## src/rtl/uart_pkt_pkg.sv

```systemverilog
// Shared constants and types for the UART packet controller.
// Latency: n/a (types, constants and one pure helper function).
// Backpressure: n/a.
package uart_pkt_pkg;

    localparam logic [7:0] SOF_BYTE = 8'hA5;

    typedef enum logic [1:0] {
        IDLE    = 2'd0,
        LEN     = 2'd1,
        PAYLOAD = 2'd2,
        CHK     = 2'd3
    } state_t;

    typedef enum logic [1:0] {
        ERR_CHK  = 2'd0,
        ERR_LINE = 2'd1,
        ERR_LEN  = 2'd2,
        ERR_TMO  = 2'd3
    } err_code_t;

    // A LEN byte is legal when it is non-zero and no larger than the configured maximum.
    function automatic logic len_ok(input logic [7:0] len, input logic [7:0] max_len);
        return (len != 8'd0) && (len <= max_len);
    endfunction

endpackage

```

## src/rtl/uart_pkt_fifo.sv

```systemverilog
// Payload byte FIFO with speculative write pointer, commit and rollback.
// Latency: committed head is visible the cycle after commit (registered-RAM first-word-fall-through).
// Backpressure: pop only when o_valid; push ignored when full; o_full uses the pre-pop read pointer.
module uart_pkt_fifo #(
    parameter int DEPTH = 32
) (
    input  logic       clk,
    input  logic       rst,
    input  logic       i_push,
    input  logic [7:0] i_push_data,
    input  logic       i_push_last,
    input  logic       i_commit,
    input  logic       i_rollback,
    input  logic       i_pop,
    output logic       o_full,
    output logic       o_valid,
    output logic [7:0] o_data,
    output logic       o_last
);

    localparam int AW = $clog2(DEPTH);

    // Pointers carry one extra wrap bit so full and empty are distinguishable.
    logic [AW:0]  r_rd_ptr;
    logic [AW:0]  r_wr_spec;
    logic [AW:0]  r_wr_commit;
    logic [7:0]   r_mem_dat [DEPTH];
    logic         r_mem_last [DEPTH];
    logic [7:0]   r_rd_dat;
    logic         r_rd_last;

    logic         w_pop;
    logic         w_wr_en;
    logic [AW:0]  w_rd_nxt;

    // Only committed bytes are visible to the consumer.
    assign o_valid  = (r_rd_ptr != r_wr_commit);
    assign o_full   = (r_wr_spec[AW] != r_rd_ptr[AW]) &&
                      (r_wr_spec[AW-1:0] == r_rd_ptr[AW-1:0]);
    assign w_pop    = o_valid & i_pop;
    assign w_wr_en  = i_push & ~o_full;
    assign w_rd_nxt = r_rd_ptr + {{AW{1'b0}}, w_pop};

    // Pointer bookkeeping: pop, speculative push, rollback and commit.
    always_ff @(posedge clk) begin
        if (rst) begin
            r_rd_ptr    <= '0;
            r_wr_spec   <= '0;
            r_wr_commit <= '0;
        end else begin
            r_rd_ptr <= w_rd_nxt;
            if (i_rollback) begin
                r_wr_spec <= r_wr_commit;
            end else if (w_wr_en) begin
                r_wr_spec <= r_wr_spec + 1'b1;
            end
            if (i_commit) begin
                r_wr_commit <= r_wr_spec;
            end
        end
    end

    // Storage array; contents need no reset because pointers gate visibility.
    always_ff @(posedge clk) begin
        if (w_wr_en) begin
            r_mem_dat[r_wr_spec[AW-1:0]]  <= i_push_data;
            r_mem_last[r_wr_spec[AW-1:0]] <= i_push_last;
        end
    end

    // Registered head read at the next read address, bypassing a same-cycle write to that slot.
    always_ff @(posedge clk) begin
        if (rst) begin
            r_rd_dat  <= 8'd0;
            r_rd_last <= 1'b0;
        end else if (w_wr_en && (r_wr_spec[AW-1:0] == w_rd_nxt[AW-1:0])) begin
            r_rd_dat  <= i_push_data;
            r_rd_last <= i_push_last;
        end else begin
            r_rd_dat  <= r_mem_dat[w_rd_nxt[AW-1:0]];
            r_rd_last <= r_mem_last[w_rd_nxt[AW-1:0]];
        end
    end

    assign o_data = r_rd_dat;
    assign o_last = r_rd_last;

endmodule

```

## src/rtl/uart_rx_pkt_ctrl.sv

```systemverilog
// Frames the uartrx byte stream (A5, LEN, payload, CHK) into packets; optional stats via UART_PKT_STATS_EN.
// Latency: pkt_ok/pkt_err one cycle after the deciding accept; committed payload visible with pkt_ok.
// Backpressure: out_valid/out_ready on committed bytes; a full buffer drops the incoming packet (code 2).
module uart_rx_pkt_ctrl
    import uart_pkt_pkg::*;
#(
    parameter int MAX_LEN     = 16,
    parameter int FIFO_DEPTH  = 32,
    parameter int TIMEOUT_CYC = 2048
) (
    input  logic        clk,
    input  logic        rst,
    input  logic [7:0]  rx_data,
    input  logic        rx_rdsig,
    input  logic        rx_dataerror,
    input  logic        rx_frameerror,
    output logic [7:0]  out_data,
    output logic        out_last,
    output logic        out_valid,
    input  logic        out_ready,
    output logic        pkt_ok,
    output logic        pkt_err,
    output logic [1:0]  err_code
`ifdef UART_PKT_STATS_EN
    ,
    output logic [15:0] pkt_good_cnt,
    output logic [15:0] pkt_bad_cnt
`endif
);

    localparam logic [7:0]    MAX_LEN_B = 8'(MAX_LEN);
    localparam int            TW        = $clog2(TIMEOUT_CYC + 1);
    localparam logic [TW-1:0] TMO_LAST  = TW'(TIMEOUT_CYC - 1);

    state_t      r_state;
    state_t      w_state_nxt;
    logic        r_rdsig_d;
    logic [7:0]  r_remain;
    logic [7:0]  w_remain_nxt;
    logic [7:0]  r_chk;
    logic [7:0]  w_chk_nxt;
    logic [TW-1:0] r_tmo_cnt;
    logic        r_pkt_ok;
    logic        r_pkt_err;
    err_code_t   r_err_code;

    logic        w_accept;
    logic        w_line_err;
    logic        w_expire;
    logic        w_full;
    logic        w_push;
    logic        w_push_last;
    logic        w_commit;
    logic        w_rollback;
    logic        w_ok_nxt;
    logic        w_err_nxt;
    err_code_t   w_code_nxt;

    // uartrx holds data and flags stable when rdsig falls, so that edge is the sample point.
    assign w_accept   = r_rdsig_d & ~rx_rdsig;
    assign w_line_err = rx_dataerror | rx_frameerror;
    // A byte arriving on the expiry cycle takes priority over the timeout.
    assign w_expire   = (r_state != IDLE) && !w_accept && (r_tmo_cnt == TMO_LAST);

    // Next-state, checksum/length tracking and FIFO control for the packet framer.
    always_comb begin
        w_state_nxt  = r_state;
        w_remain_nxt = r_remain;
        w_chk_nxt    = r_chk;
        w_push       = 1'b0;
        w_push_last  = 1'b0;
        w_commit     = 1'b0;
        w_rollback   = 1'b0;
        w_ok_nxt     = 1'b0;
        w_err_nxt    = 1'b0;
        w_code_nxt   = ERR_CHK;

        case (r_state)
            IDLE: begin
                if (w_accept && !w_line_err && (rx_data == SOF_BYTE)) begin
                    w_state_nxt = LEN;
                end
            end

            LEN: begin
                if (w_accept) begin
                    if (w_line_err) begin
                        w_err_nxt  = 1'b1;
                        w_code_nxt = ERR_LINE;
                    end else if (!len_ok(rx_data, MAX_LEN_B)) begin
                        w_err_nxt  = 1'b1;
                        w_code_nxt = ERR_LEN;
                    end else begin
                        w_remain_nxt = rx_data;
                        w_chk_nxt    = rx_data;
                        w_state_nxt  = PAYLOAD;
                    end
                end else if (w_expire) begin
                    w_err_nxt  = 1'b1;
                    w_code_nxt = ERR_TMO;
                end
            end

            PAYLOAD: begin
                if (w_accept) begin
                    if (w_line_err) begin
                        w_err_nxt  = 1'b1;
                        w_code_nxt = ERR_LINE;
                    end else if (w_full) begin
                        w_err_nxt  = 1'b1;
                        w_code_nxt = ERR_LEN;
                    end else begin
                        // The final payload byte carries the last tag; it only becomes visible on commit.
                        w_push       = 1'b1;
                        w_push_last  = (r_remain == 8'd1);
                        w_chk_nxt    = r_chk ^ rx_data;
                        w_remain_nxt = r_remain - 8'd1;
                        if (r_remain == 8'd1) begin
                            w_state_nxt = CHK;
                        end
                    end
                end else if (w_expire) begin
                    w_err_nxt  = 1'b1;
                    w_code_nxt = ERR_TMO;
                end
            end

            CHK: begin
                if (w_accept) begin
                    if (w_line_err) begin
                        w_err_nxt  = 1'b1;
                        w_code_nxt = ERR_LINE;
                    end else if (rx_data == r_chk) begin
                        w_commit    = 1'b1;
                        w_ok_nxt    = 1'b1;
                        w_state_nxt = IDLE;
                    end else begin
                        w_err_nxt  = 1'b1;
                        w_code_nxt = ERR_CHK;
                    end
                end else if (w_expire) begin
                    w_err_nxt  = 1'b1;
                    w_code_nxt = ERR_TMO;
                end
            end

            default: begin
                w_state_nxt = IDLE;
            end
        endcase

        // Every abort discards the speculative bytes of the current packet.
        if (w_err_nxt) begin
            w_rollback  = 1'b1;
            w_state_nxt = IDLE;
        end
    end

    // State, framing registers, edge-detect flop and registered status pulses.
    always_ff @(posedge clk) begin
        if (rst) begin
            r_state    <= IDLE;
            r_rdsig_d  <= 1'b0;
            r_remain   <= 8'd0;
            r_chk      <= 8'd0;
            r_pkt_ok   <= 1'b0;
            r_pkt_err  <= 1'b0;
            r_err_code <= ERR_CHK;
        end else begin
            r_state    <= w_state_nxt;
            r_rdsig_d  <= rx_rdsig;
            r_remain   <= w_remain_nxt;
            r_chk      <= w_chk_nxt;
            r_pkt_ok   <= w_ok_nxt;
            r_pkt_err  <= w_err_nxt;
            r_err_code <= w_code_nxt;
        end
    end

    // Inter-byte timer: idle-held at zero, cleared on each accepted byte and when the packet ends.
    always_ff @(posedge clk) begin
        if (rst) begin
            r_tmo_cnt <= '0;
        end else if (w_accept || (r_state == IDLE) || (w_state_nxt == IDLE)) begin
            r_tmo_cnt <= '0;
        end else begin
            r_tmo_cnt <= r_tmo_cnt + 1'b1;
        end
    end

    uart_pkt_fifo #(
        .DEPTH(FIFO_DEPTH)
    ) u_fifo (
        .clk         (clk),
        .rst         (rst),
        .i_push      (w_push),
        .i_push_data (rx_data),
        .i_push_last (w_push_last),
        .i_commit    (w_commit),
        .i_rollback  (w_rollback),
        .i_pop       (out_ready),
        .o_full      (w_full),
        .o_valid     (out_valid),
        .o_data      (out_data),
        .o_last      (out_last)
    );

    assign pkt_ok   = r_pkt_ok;
    assign pkt_err  = r_pkt_err;
    assign err_code = r_err_code;

`ifdef UART_PKT_STATS_EN
    logic [15:0] r_good_cnt;
    logic [15:0] r_bad_cnt;

    // Saturating packet outcome counters.
    always_ff @(posedge clk) begin
        if (rst) begin
            r_good_cnt <= 16'd0;
            r_bad_cnt  <= 16'd0;
        end else begin
            if (r_pkt_ok && (r_good_cnt != 16'hFFFF)) begin
                r_good_cnt <= r_good_cnt + 16'd1;
            end
            if (r_pkt_err && (r_bad_cnt != 16'hFFFF)) begin
                r_bad_cnt <= r_bad_cnt + 16'd1;
            end
        end
    end

    assign pkt_good_cnt = r_good_cnt;
    assign pkt_bad_cnt  = r_bad_cnt;
`else
    // Statistics counters are not built in this configuration.
`endif

endmodule

```

## config.mk

```make
export PLATFORM = sky130hd
export DESIGN_NAME = uart_rx_pkt_ctrl
export DESIGN_NICKNAME = d
export VERILOG_FILES = /design/src/rtl/uart_pkt_pkg.sv /design/src/rtl/uart_pkt_fifo.sv /design/src/rtl/uart_rx_pkt_ctrl.sv
export SDC_FILE = /design/constraint.sdc
export NUM_CORES = 1
export LEC_CHECK = 0
export CORE_UTILIZATION = 66
export CTS_CLUSTER_SIZE = 8
export DETAILED_ROUTE_END_ITERATION = 8
export GPL_ROUTABILITY_DRIVEN = 0
export MAX_ROUTING_LAYER = met4
export PLACE_DENSITY = 0.86
export SLEW_MARGIN = 10
export SYNTH_ARGS = -nofsm -noshare
export SYNTH_HDL_FRONTEND = slang
export SYNTH_SLANG_ARGS = --single-unit
```

## constraint.sdc

```tcl
create_clock -name clk -period 8.2 [get_ports clk]
set_input_delay 1.64 -clock clk [delete_from_list [all_inputs] [get_ports clk]]
set_output_delay 1.64 -clock clk [all_outputs]
set_load 0.03 [all_outputs]
```

==> impl_metrics.csv, run 1 <==
group,metric,value,unit
floorplan,core_area,21800,um2
worst_hold_path,hold_class,"flip-flop to flip-flop",
yosys,synth_top_area_cell,"edfxtp_1",
critical_path,r2r-end,"u_fifo.o_data[4]",
placement,dpl.cell_count,1156,
yosys,yosysSeqAreaShare,67.6,%
yosys,yosys_warnings,0,
routing,antenna_left,0,
clocking,clk_pin_slew_worst_paths,0.05,ns
yosys,syn_area,14600,um2
yosys,synth-async-reset-ratio,0,%
sta,clock_skew,0.0335,ns
floorplan,rows,54,
critical_path,critPathCapture,"u_fifo.r_mem_dat[30][6]",
clocking,cts_made_buffers,49,
sta,slew_headroom,18.6,%
sta,worst_hold_slack,0.474,ns
clocking,ctsResizeCount,0,
yosys,synthFlopType,"edfxtp_1",
critical_path,endpoint_kind,"flip-flop",
floorplan,die_height,151,um
routing,drc_errors,0,
critical_path,required,8.37,ns
sta,fin_crit,4.56,ns
routing,routed_wl,34400,um
power,p_sw_share,20.5,%
cells_and_area,antenna_cells,0,
clocking,cts-root-buf,"clkbuf_16",
power,p_clk_share,48.1,%
clocking,post_cts_buffers,0,
clocking,worstSkewPairLatency,0.58,ns
cells_and_area,syn_to_final_growth,12.6,%
sta,tightest_slew,1.22,ns
sta,maxSlewViolCount,0,
global_routing,grt_pass1_vias,8396,
critical_path,cp_max_fo,14,
cells_and_area,fin_cells,1233,
power,internal-power,3.04,mW
routing,vias_per_cell,6.96,
run_status,outcome,"completed",
yosys,synthDistinctLibCells,62,
critical_path,worstPathArrival,4.74,ns
global_routing,track_usage,32.7,%
cells_and_area,final_cell_mix,"288 x edfxtp_1, 72 x mux4_2, 62 x dfxtp_1",
placement,dpl-instance-area,15100,um2
power,comb_power_share,1.5,%
floorplan,dieArea,22800,um2
global_routing,grt_max_degree,75,
cells_and_area,final_common_cell,"edfxtp_1",
flow_run,drv_cap,0,
floorplan,start_util,67.3,%
clocking,clockBufferDepth,3,
sta,final.setup.tns,0,ns
cells_and_area,fin_nets,950,
clocking,cts_sinks,350,
critical_path,crit_path_start_kind,"primary input",
placement,dp_hpwl,18800,um
clocking,htree_levels,2,
power,pwr_density_cell,232,nW/um2
sta,rsz0062_at_grt,"no",
critical_path,worstRegToRegCells,12,
critical_path,reg2reg_slack,3.96,ns
clocking,cts_hold_buf,0,
sta,fmax,219,MHz
worst_hold_path,hold_start,"r_tmo_cnt[0]",
sta,finalCritPeriodShare,55.7,%
yosys,ys_ff_latch,350,
yosys,yosysTopAreaCellShare,59.1,%
floorplan,io-pin-count,28,
global_routing,grt_first_pass_wirelength,51600,um
critical_path,crit_type,"primary input to flip-flop",
power,seqPwrFrac,50.4,%
yosys,synthCells,890,
yosys,avgSynthCellArea,16.4,um2
routing,via_count,8582,
clocking,cts_tree,"built",
routing,routedWlPerCell,27.9,um
cells_and_area,num-fill-cells,1171,
critical_path,reg2reg_from,"u_fifo.r_rd_ptr[2]",
power,power_leakage,5.00,nW
power,ir_drop,0.210,mV
yosys,synthTopCellsByArea,"edfxtp_1 59%, mux4_2 11%, dfxtp_1 8.5%, mux2i_1 2.3%, xor2_1 1.9%",
floorplan,die_width,151,um
yosys,syn_nets,913,
global_routing,gr-total-overflow,0,
routing,drtPass1Iterations,5,
sta,setup_viol,0,
routing,first_iter_violations,966,
placement,numPortBuffers,27,
global_routing,antenna_found_initial,0,
yosys,synth_edf_count,288,
cells_and_area,drive_gt1_share,18.2,%
power,p_switching,783,uW
cells_and_area,final_cell_area,16500,um2
critical_path,crit_path_start,"rx_rdsig",
sta,finalHoldViolations,0,
[stage by stage]
step           worst slack (ns)  power (mW)  utilization [%]
6_report                   3.64        3.82             75.7
3_3_place_gp               3.20        2.01             69.4
4_1_cts                    3.67        3.83             75.7
3_5_place_dp               3.18        2.02             69.4
5_1_grt                    3.51        3.89             75.7
2_1_floorplan              4.32        1.98                -
[registers in the layout, summed over array words and instances (netlist names), 6 cells and up]
register            count
r_tmo_cnt              12
u_fifo.o_data           8
u_fifo.r_wr_spec        6
u_fifo.r_rd_ptr         6
r_remain                8
u_fifo.r_mem_last      32
u_fifo.r_mem_dat      256
r_chk                   8
u_fifo.r_wr_commit      6
[synth_stat cells, types with 4 or more instances]
master,count
nand4_1,6
xor2_1,31
buf_4,5
nor3_1,13
a32o_1,15
ha_1,9
clkbuf_1,22
mux2i_1,33
nor4_1,9
buf_1,4
nand2_1,51
nor2_1,61
mux4_2,72
xnor2_1,14
o21ai_0,22
dfxtp_1,62
buf_6,7
a211oi_1,5
inv_1,10
edfxtp_1,288
nor4_4,4
nand3_1,26
nor4_2,8
a21oi_1,21
a222oi_1,9
nor2b_1,11
buf_2,15
[cell families (layout without fill, tap and decap cells)]
group | after synthesis | after routing | synth area share, %
AOI/OAI and AO/OA | 99 | 99 | 5.05
and+or+nand+nor | 216 | 216 | 8.10
adders and majority gates | 9 | 9 | 0.769
DFF | 350 | 350 | 67.6
xor gates and xnor gates | 46 | 46 | 2.80
muxes | 106 | 106 | 13.4
buffers and inverters | 64 | 127 | 2.27
[worst min-delay path by stage]
| stage | to | slack [ns] | cells past startpoint |
|---|---|---|---|
| 2_1_floorplan | r_tmo_cnt[0] | 0.43 | 1 |
| 3_3_place_gp | r_tmo_cnt[0] | 0.45 | 1 |
| 3_5_place_dp | r_tmo_cnt[0] | 0.47 | 1 |
| 4_1_cts | r_tmo_cnt[0] | 0.47 | 1 |
| 5_1_grt | r_tmo_cnt[0] | 0.50 | 1 |
| 6_report | r_tmo_cnt[0] | 0.47 | 1 |
[power by group through the flow]
stage	Combinational [mW]	Clock [mW]	Sequential, mW
after floorplan	0.0176	0	1.96
after global placement	0.0559	0	1.96
after detailed placement	0.0578	0	1.96
after CTS	0.0585	1.84	1.92
after global routing	0.0618	1.91	1.92
final	0.0591	1.84	1.92
[metal layers]
layer  vias to the layer above  track usage (%)  part of all wire (%)
li1                       3578                -                     -
met1                      4294             42.8                    37
met2                       584             51.0                    49
met3                       126             7.17                    10
met4                         0             12.2                   3.7
met5                         -                -                     0
[critical path, stage by stage]
cell,delay (ns)
clkdlybuf4s50_1,0.49
nor4b_4,0.53
nand2_1,0.12
a21oi_2,0.48
nand2_1,0.44
nor2_1,1.03
[final cells by class]
type                    instances  area (um2)  area share (%)
flip-flops and latches        350        9890            60.0
multi-input cells             476        4460            27.1
clock buffers                  74        1320            8.01
repair buffers                 40         363            2.20
well taps                     280         350            2.13
clock inverters                 3        58.8           0.357
inverters                      10        37.5           0.228
Note: power is estimated with default switching activity, not from simulation.
==> run 2, diff against run 1 <==
CORE_UTILIZATION = 62   (was 66)
PLACE_DENSITY = 0.81   (was 0.86)
clock period = 4.25 ns   (was 8.2 ns; I/O delays follow)
==> run 2 against run 1 <==
Sequential cell count did not move. Clock power rose by 94%. First-iteration DRC count rose by 3.7%. Cell area rose by 3.0%. Sequential power rose by 93%. Combinational power rose by 110%. Final cell count rose by 7.3%. Critical path depth rose by 5. Largest power group unchanged. Global-route usage fell by 1.9 points. Routed wire length rose by 2.3%.
==> impl_metrics.csv, run 2 (synthesis gave the netlist of run 1 again) <==
group,metric,value,unit
cells_and_area,largest_reg_flops,256,
cells_and_area,final_common_cell,"edfxtp_1",
sta,rsz0062_at_grt,"no",
placement,numPortBuffers,27,
routing,via_count,8691,
sta,clock_skew,0.0380,ns
sta,setup_viol,0,
routing,vias_per_cell,6.57,
global_routing,grt_pass1_vias,8696,
clocking,post_cts_buffers,0,
floorplan,die_width,156,um
global_routing,grt_max_degree,36,
routing,first_iter_violations,1002,
clocking,htree_levels,2,
routing,antenna_left,0,
cells_and_area,utilization,74.1,%
clocking,worstSkewPairLatency,0.57,ns
floorplan,rows,55,
critical_path,crit_path_start,"u_fifo.r_rd_ptr[2]",
critical_path,required,4.69,ns
critical_path,reg2reg_from,"u_fifo.r_rd_ptr[2]",
routing,drtPass1Iterations,5,
critical_path,crit_type,"flip-flop to flip-flop",
run_status,outcome,"completed",
floorplan,dieArea,24200,um2
global_routing,track_usage,30.8,%
global_routing,antenna_found_initial,0,
clocking,ctsResizeCount,0,
placement,dp_hpwl,20900,um
global_routing,gr-total-overflow,0,
critical_path,r2r-end,"u_fifo.o_data[0]",
sta,fmax,263,MHz
cells_and_area,final_cell_mix,"288 x edfxtp_1, 72 x mux4_2, 65 x buf_4",
critical_path,cp_max_fo,32,
cells_and_area,seq_area,9890,um2
flow_run,drv_cap,0,
cells_and_area,drive_gt1_share,22.4,%
clocking,cts_made_buffers,49,
routing,routedWlPerCell,26.6,um
power,power_leakage,5.31,nW
cells_and_area,syn_to_final_growth,16.0,%
clocking,clk_pin_slew_worst_paths,0.05,ns
power,pwr_density_cell,436,nW/um2
sta,maxSlewViolCount,0,
floorplan,core_area,22900,um2
clocking,cts_hold_buf,0,
floorplan,start_util,63.9,%
clocking,cts-root-buf,"clkbuf_16",
cells_and_area,multiInputGateArea,4450,um2
critical_path,critPathCapture,"u_fifo.o_data[0]",
worst_hold_path,holdPathStages,1,
sta,final.setup.tns,0,ns
sta,fin_crit,3.80,ns
clocking,clockBufferDepth,3,
critical_path,worstRegToRegCells,11,
critical_path,endpoint_kind,"flip-flop",
floorplan,io-pin-count,28,
routing,routed_wl,35200,um
routing,drc_errors,0,
cells_and_area,antenna_cells,0,
clocking,cts_sinks,350,
worst_hold_path,hold_class,"flip-flop to flip-flop",
clocking,cts_tree,"built",
critical_path,reg2reg_slack,0.45,ns
critical_path,worstPathArrival,4.23,ns
sta,finalHoldViolations,0,
cells_and_area,num-fill-cells,1297,
global_routing,grt_first_pass_wirelength,52700,um
sta,finalCritPeriodShare,89.3,%
sta,slew_headroom,41.7,%
critical_path,crit_path_start_kind,"flip-flop",
cells_and_area,fin_nets,1004,
floorplan,die_height,156,um
power,ir_drop,0.499,mV
sta,tightest_slew,0.862,ns
-- run 2: worst min path at each step --
stage            startpoint            to  slack [ns]
2_1_floorplan  r_tmo_cnt[0]  r_tmo_cnt[0]        0.43
3_3_place_gp   r_tmo_cnt[0]  r_tmo_cnt[0]        0.46
3_5_place_dp   r_tmo_cnt[0]  r_tmo_cnt[0]        0.47
4_1_cts        r_tmo_cnt[0]  r_tmo_cnt[0]        0.48
5_1_grt        r_tmo_cnt[0]  r_tmo_cnt[0]        0.49
6_report       r_tmo_cnt[0]  r_tmo_cnt[0]        0.48
-- run 2: critical path: stages (launching register included) --
cell,delay (ns)
dfxtp_1,0.62
xor2_1,0.13
nor4_1,0.29
nand3_1,0.17
and2_1,0.25
ha_4,0.20
ha_4,0.59
buf_4,0.32
mux4_2,0.33
mux2i_1,0.30
a222oi_1,0.16
a32o_1,0.30
-- run 2: routing by layer --
metal	vias up	routed length (um)	share of wire [%]	global-route usage (%)
met4	0	898	2.5	9.80
met3	63	3490	9.9	5.64
met1	4382	13100	37	40.2
li1	3698	-	-	-
met2	548	17700	50	49.7
met5	-	0	0	-
-- run 2: metrics by stage --
step	power [mW]	cell area (um2)	hold slack, ns	worst slack (ns)	std cells
after floorplan	3.82	14600	0.431	0.719	890
after global routing	7.56	17000	0.487	0.180	1323
after CTS	7.42	17000	0.477	0.452	1323
final	7.40	17000	0.482	0.454	1323
after detailed placement	3.89	15600	0.468	0.498	1243
after global placement	3.89	15600	0.456	0.557	1243
-- run 2: cell type report --
type                    count  share of cell area, %
clock buffers              76                   7.82
clock inverters             4                  0.494
inverters                  10                  0.221
multi-input cells         476                   26.2
flip-flops and latches    350                   58.3
well taps                 313                   2.31
repair buffers             94                   4.67
-- run 2: report_power, final --
part	internal, mW	switching [mW]	total, mW
Clock	2.14	1.43	3.57
Sequential	3.71	0.00163	3.71
Combinational	0.0304	0.0912	0.122
Total	5.88	1.52	7.40
==> run 3, diff against run 2 <==
CORE_UTILIZATION = 56   (was 62)
PLACE_DENSITY = 0.78   (was 0.81)
clock period = 3 ns   (was 4.25 ns; I/O delays follow)
==> run 3 against run 2 <==
Cell area grew 7.1%. Die area up 11%. Worst hold slack lost 0.024 ns. Clock skew fell by 0.0097 ns. The run now ends with negative setup slack left. Largest cell class unchanged.
==> impl_metrics.csv, run 3 (synthesis gave the netlist of run 1 again) <==
group,metric,value,unit
power,pwr_density_cell,576,nW/um2
floorplan,die_width,164,um
cells_and_area,fin_nets,1109,
placement,dp_slack,-0.225,ns
sta,final.setup.tns,-0.352,ns
run_status,violations,"negative setup slack",
global_routing,grt_max_degree,56,
floorplan,io-pin-count,28,
floorplan,core_area,25400,um2
clocking,cts_tree,"built",
placement,numPortBuffers,27,
global_routing,antenna_found_initial,0,
routing,antenna_left,0,
global_routing,track_usage,29.1,%
sta,maxSlewViolCount,0,
clocking,cts-root-buf,"clkbuf_16",
power,power_leakage,5.97,nW
sta,fmax,323,MHz
routing,vias_per_cell,6.36,
cells_and_area,fin_cells,1443,
cells_and_area,drive_gt1_share,31.3,%
power,ir_drop,0.543,mV
global_routing,gr-total-overflow,0,
sta,finalCritPeriodShare,103,%
cells_and_area,seq_area,9890,um2
worst_hold_path,holdPathStages,1,
critical_path,worstPathArrival,3.59,ns
sta,fin_crit,3.09,ns
floorplan,start_util,57.6,%
critical_path,worstRegToRegCells,12,
run_status,outcome,"finished with violations",
global_routing,grt_pass1_vias,9151,
cells_and_area,final_common_cell,"edfxtp_1",
routing,via_count,9182,
cells_and_area,antenna_cells,0,
critical_path,endpoint_kind,"flip-flop",
sta,setup_viol,7,
sta,clock_skew,0.0283,ns
critical_path,required,3.50,ns
clocking,clockBufferDepth,3,
sta,rsz0062_at_grt,"yes",
cells_and_area,largest_reg_flops,256,
sta,slew_headroom,57.1,%
worst_hold_path,hold_class,"flip-flop to flip-flop",
clocking,worstSkewPairLatency,0.56,ns
cells_and_area,multiInputGateArea,4530,um2
routing,routed_wl,38000,um
sta,finalHoldViolations,0,
placement,dpl.cell_count,1329,
clocking,clk_pin_slew_worst_paths,0.06,ns
clocking,cts_sinks,350,
global_routing,grt_first_pass_wirelength,54700,um
sta,layout_setup_ws,-0.0918,ns
sta,tightest_slew,0.644,ns
cells_and_area,num-fill-cells,1474,
cells_and_area,final_cell_mix,"288 x edfxtp_1, 140 x buf_4, 72 x mux4_2",
critical_path,cp_max_fo,15,
clocking,cts_hold_buf,0,
cells_and_area,syn_to_final_growth,24.2,%
placement,dp_hpwl,21900,um
clocking,cts_made_buffers,49,
routing,drc_errors,0,
floorplan,rows,58,
flow_run,drv_cap,0,
critical_path,crit_path_start_kind,"flip-flop",
floorplan,die_height,164,um
routing,routedWlPerCell,26.3,um
clocking,htree_levels,2,
floorplan,dieArea,26800,um2
routing,drtPass1Iterations,5,
routing,first_iter_violations,1096,
critical_path,crit_type,"flip-flop to flip-flop",
[run 3: metrics by stage]
stage               power (mW)  hold slack, ns  area [um2]  util [%]
floorplan                 5.41           0.431       14800         -
finish                    10.5           0.459       18200      71.6
global placement          5.53           0.449       16300      64.1
CTS                       10.5           0.465       18000      70.9
detailed placement        5.53           0.458       16300      64.1
global route              10.7           0.494       18200      71.6
[run 3: per-layer routing]
layer | routed length (um) | share of wire (%) | vias up | global-route usage (%)
met1 | 14100 | 37 | 4553 | 37.1
met4 | 1600 | 4.2 | 0 | 12.0
met5 | 0 | 0 | - | -
met3 | 3630 | 9.6 | 135 | 5.92
met2 | 18600 | 49 | 587 | 45.9
li1 | - | - | 3907 | -
[run 3: layout make-up]
type / count / share of cell area (%)
inverters: 10 / 0.206
well taps: 330 / 2.27
clock inverters: 4 / 0.344
clock buffers: 74 / 7.26
flip-flops and latches: 350 / 54.4
repair buffers: 199 / 10.6
multi-input cells: 476 / 24.9
[run 3: where the power goes]
group	internal, mW	switching (mW)	leakage [nW]
registers	5.25	0.00331	3.02
clock network	3.01	2.02	0.661
logic	0.0574	0.128	2.29
total	8.32	2.15	5.97
[run 3: final timing paths]
kind,slack (ns),end,start
min,0.46,r_tmo_cnt[0],r_tmo_cnt[0]
min reg2reg,0.46,r_tmo_cnt[0],r_tmo_cnt[0]
max,-0.09,u_fifo.o_data[5],u_fifo.r_rd_ptr[4]
max reg2reg,-0.09,u_fifo.o_data[5],u_fifo.r_rd_ptr[4]
[run 3: worst max-delay path: stages, from the launching register on]
cell	delay (ns)
dfxtp_2	0.34
xor2_2	0.14
nor4_2	0.29
nand3_2	0.11
and2_4	0.16
ha_4	0.17
ha_4	0.33
buf_12	0.17
buf_6	0.16
mux4_2	0.22
mux2i_1	0.08
a222oi_1	0.56
a32o_1	0.29
[run 3: repair_timing]
item | 4_1_cts | 5_1_grt
resized for setup | 22 | 10
gates cloned | 3 | 2
buffers inserted | 18 | 15
hold endpoints to repair | 0 | 0
setup endpoints to repair | 8 | 9
pin swaps | 12 | 8
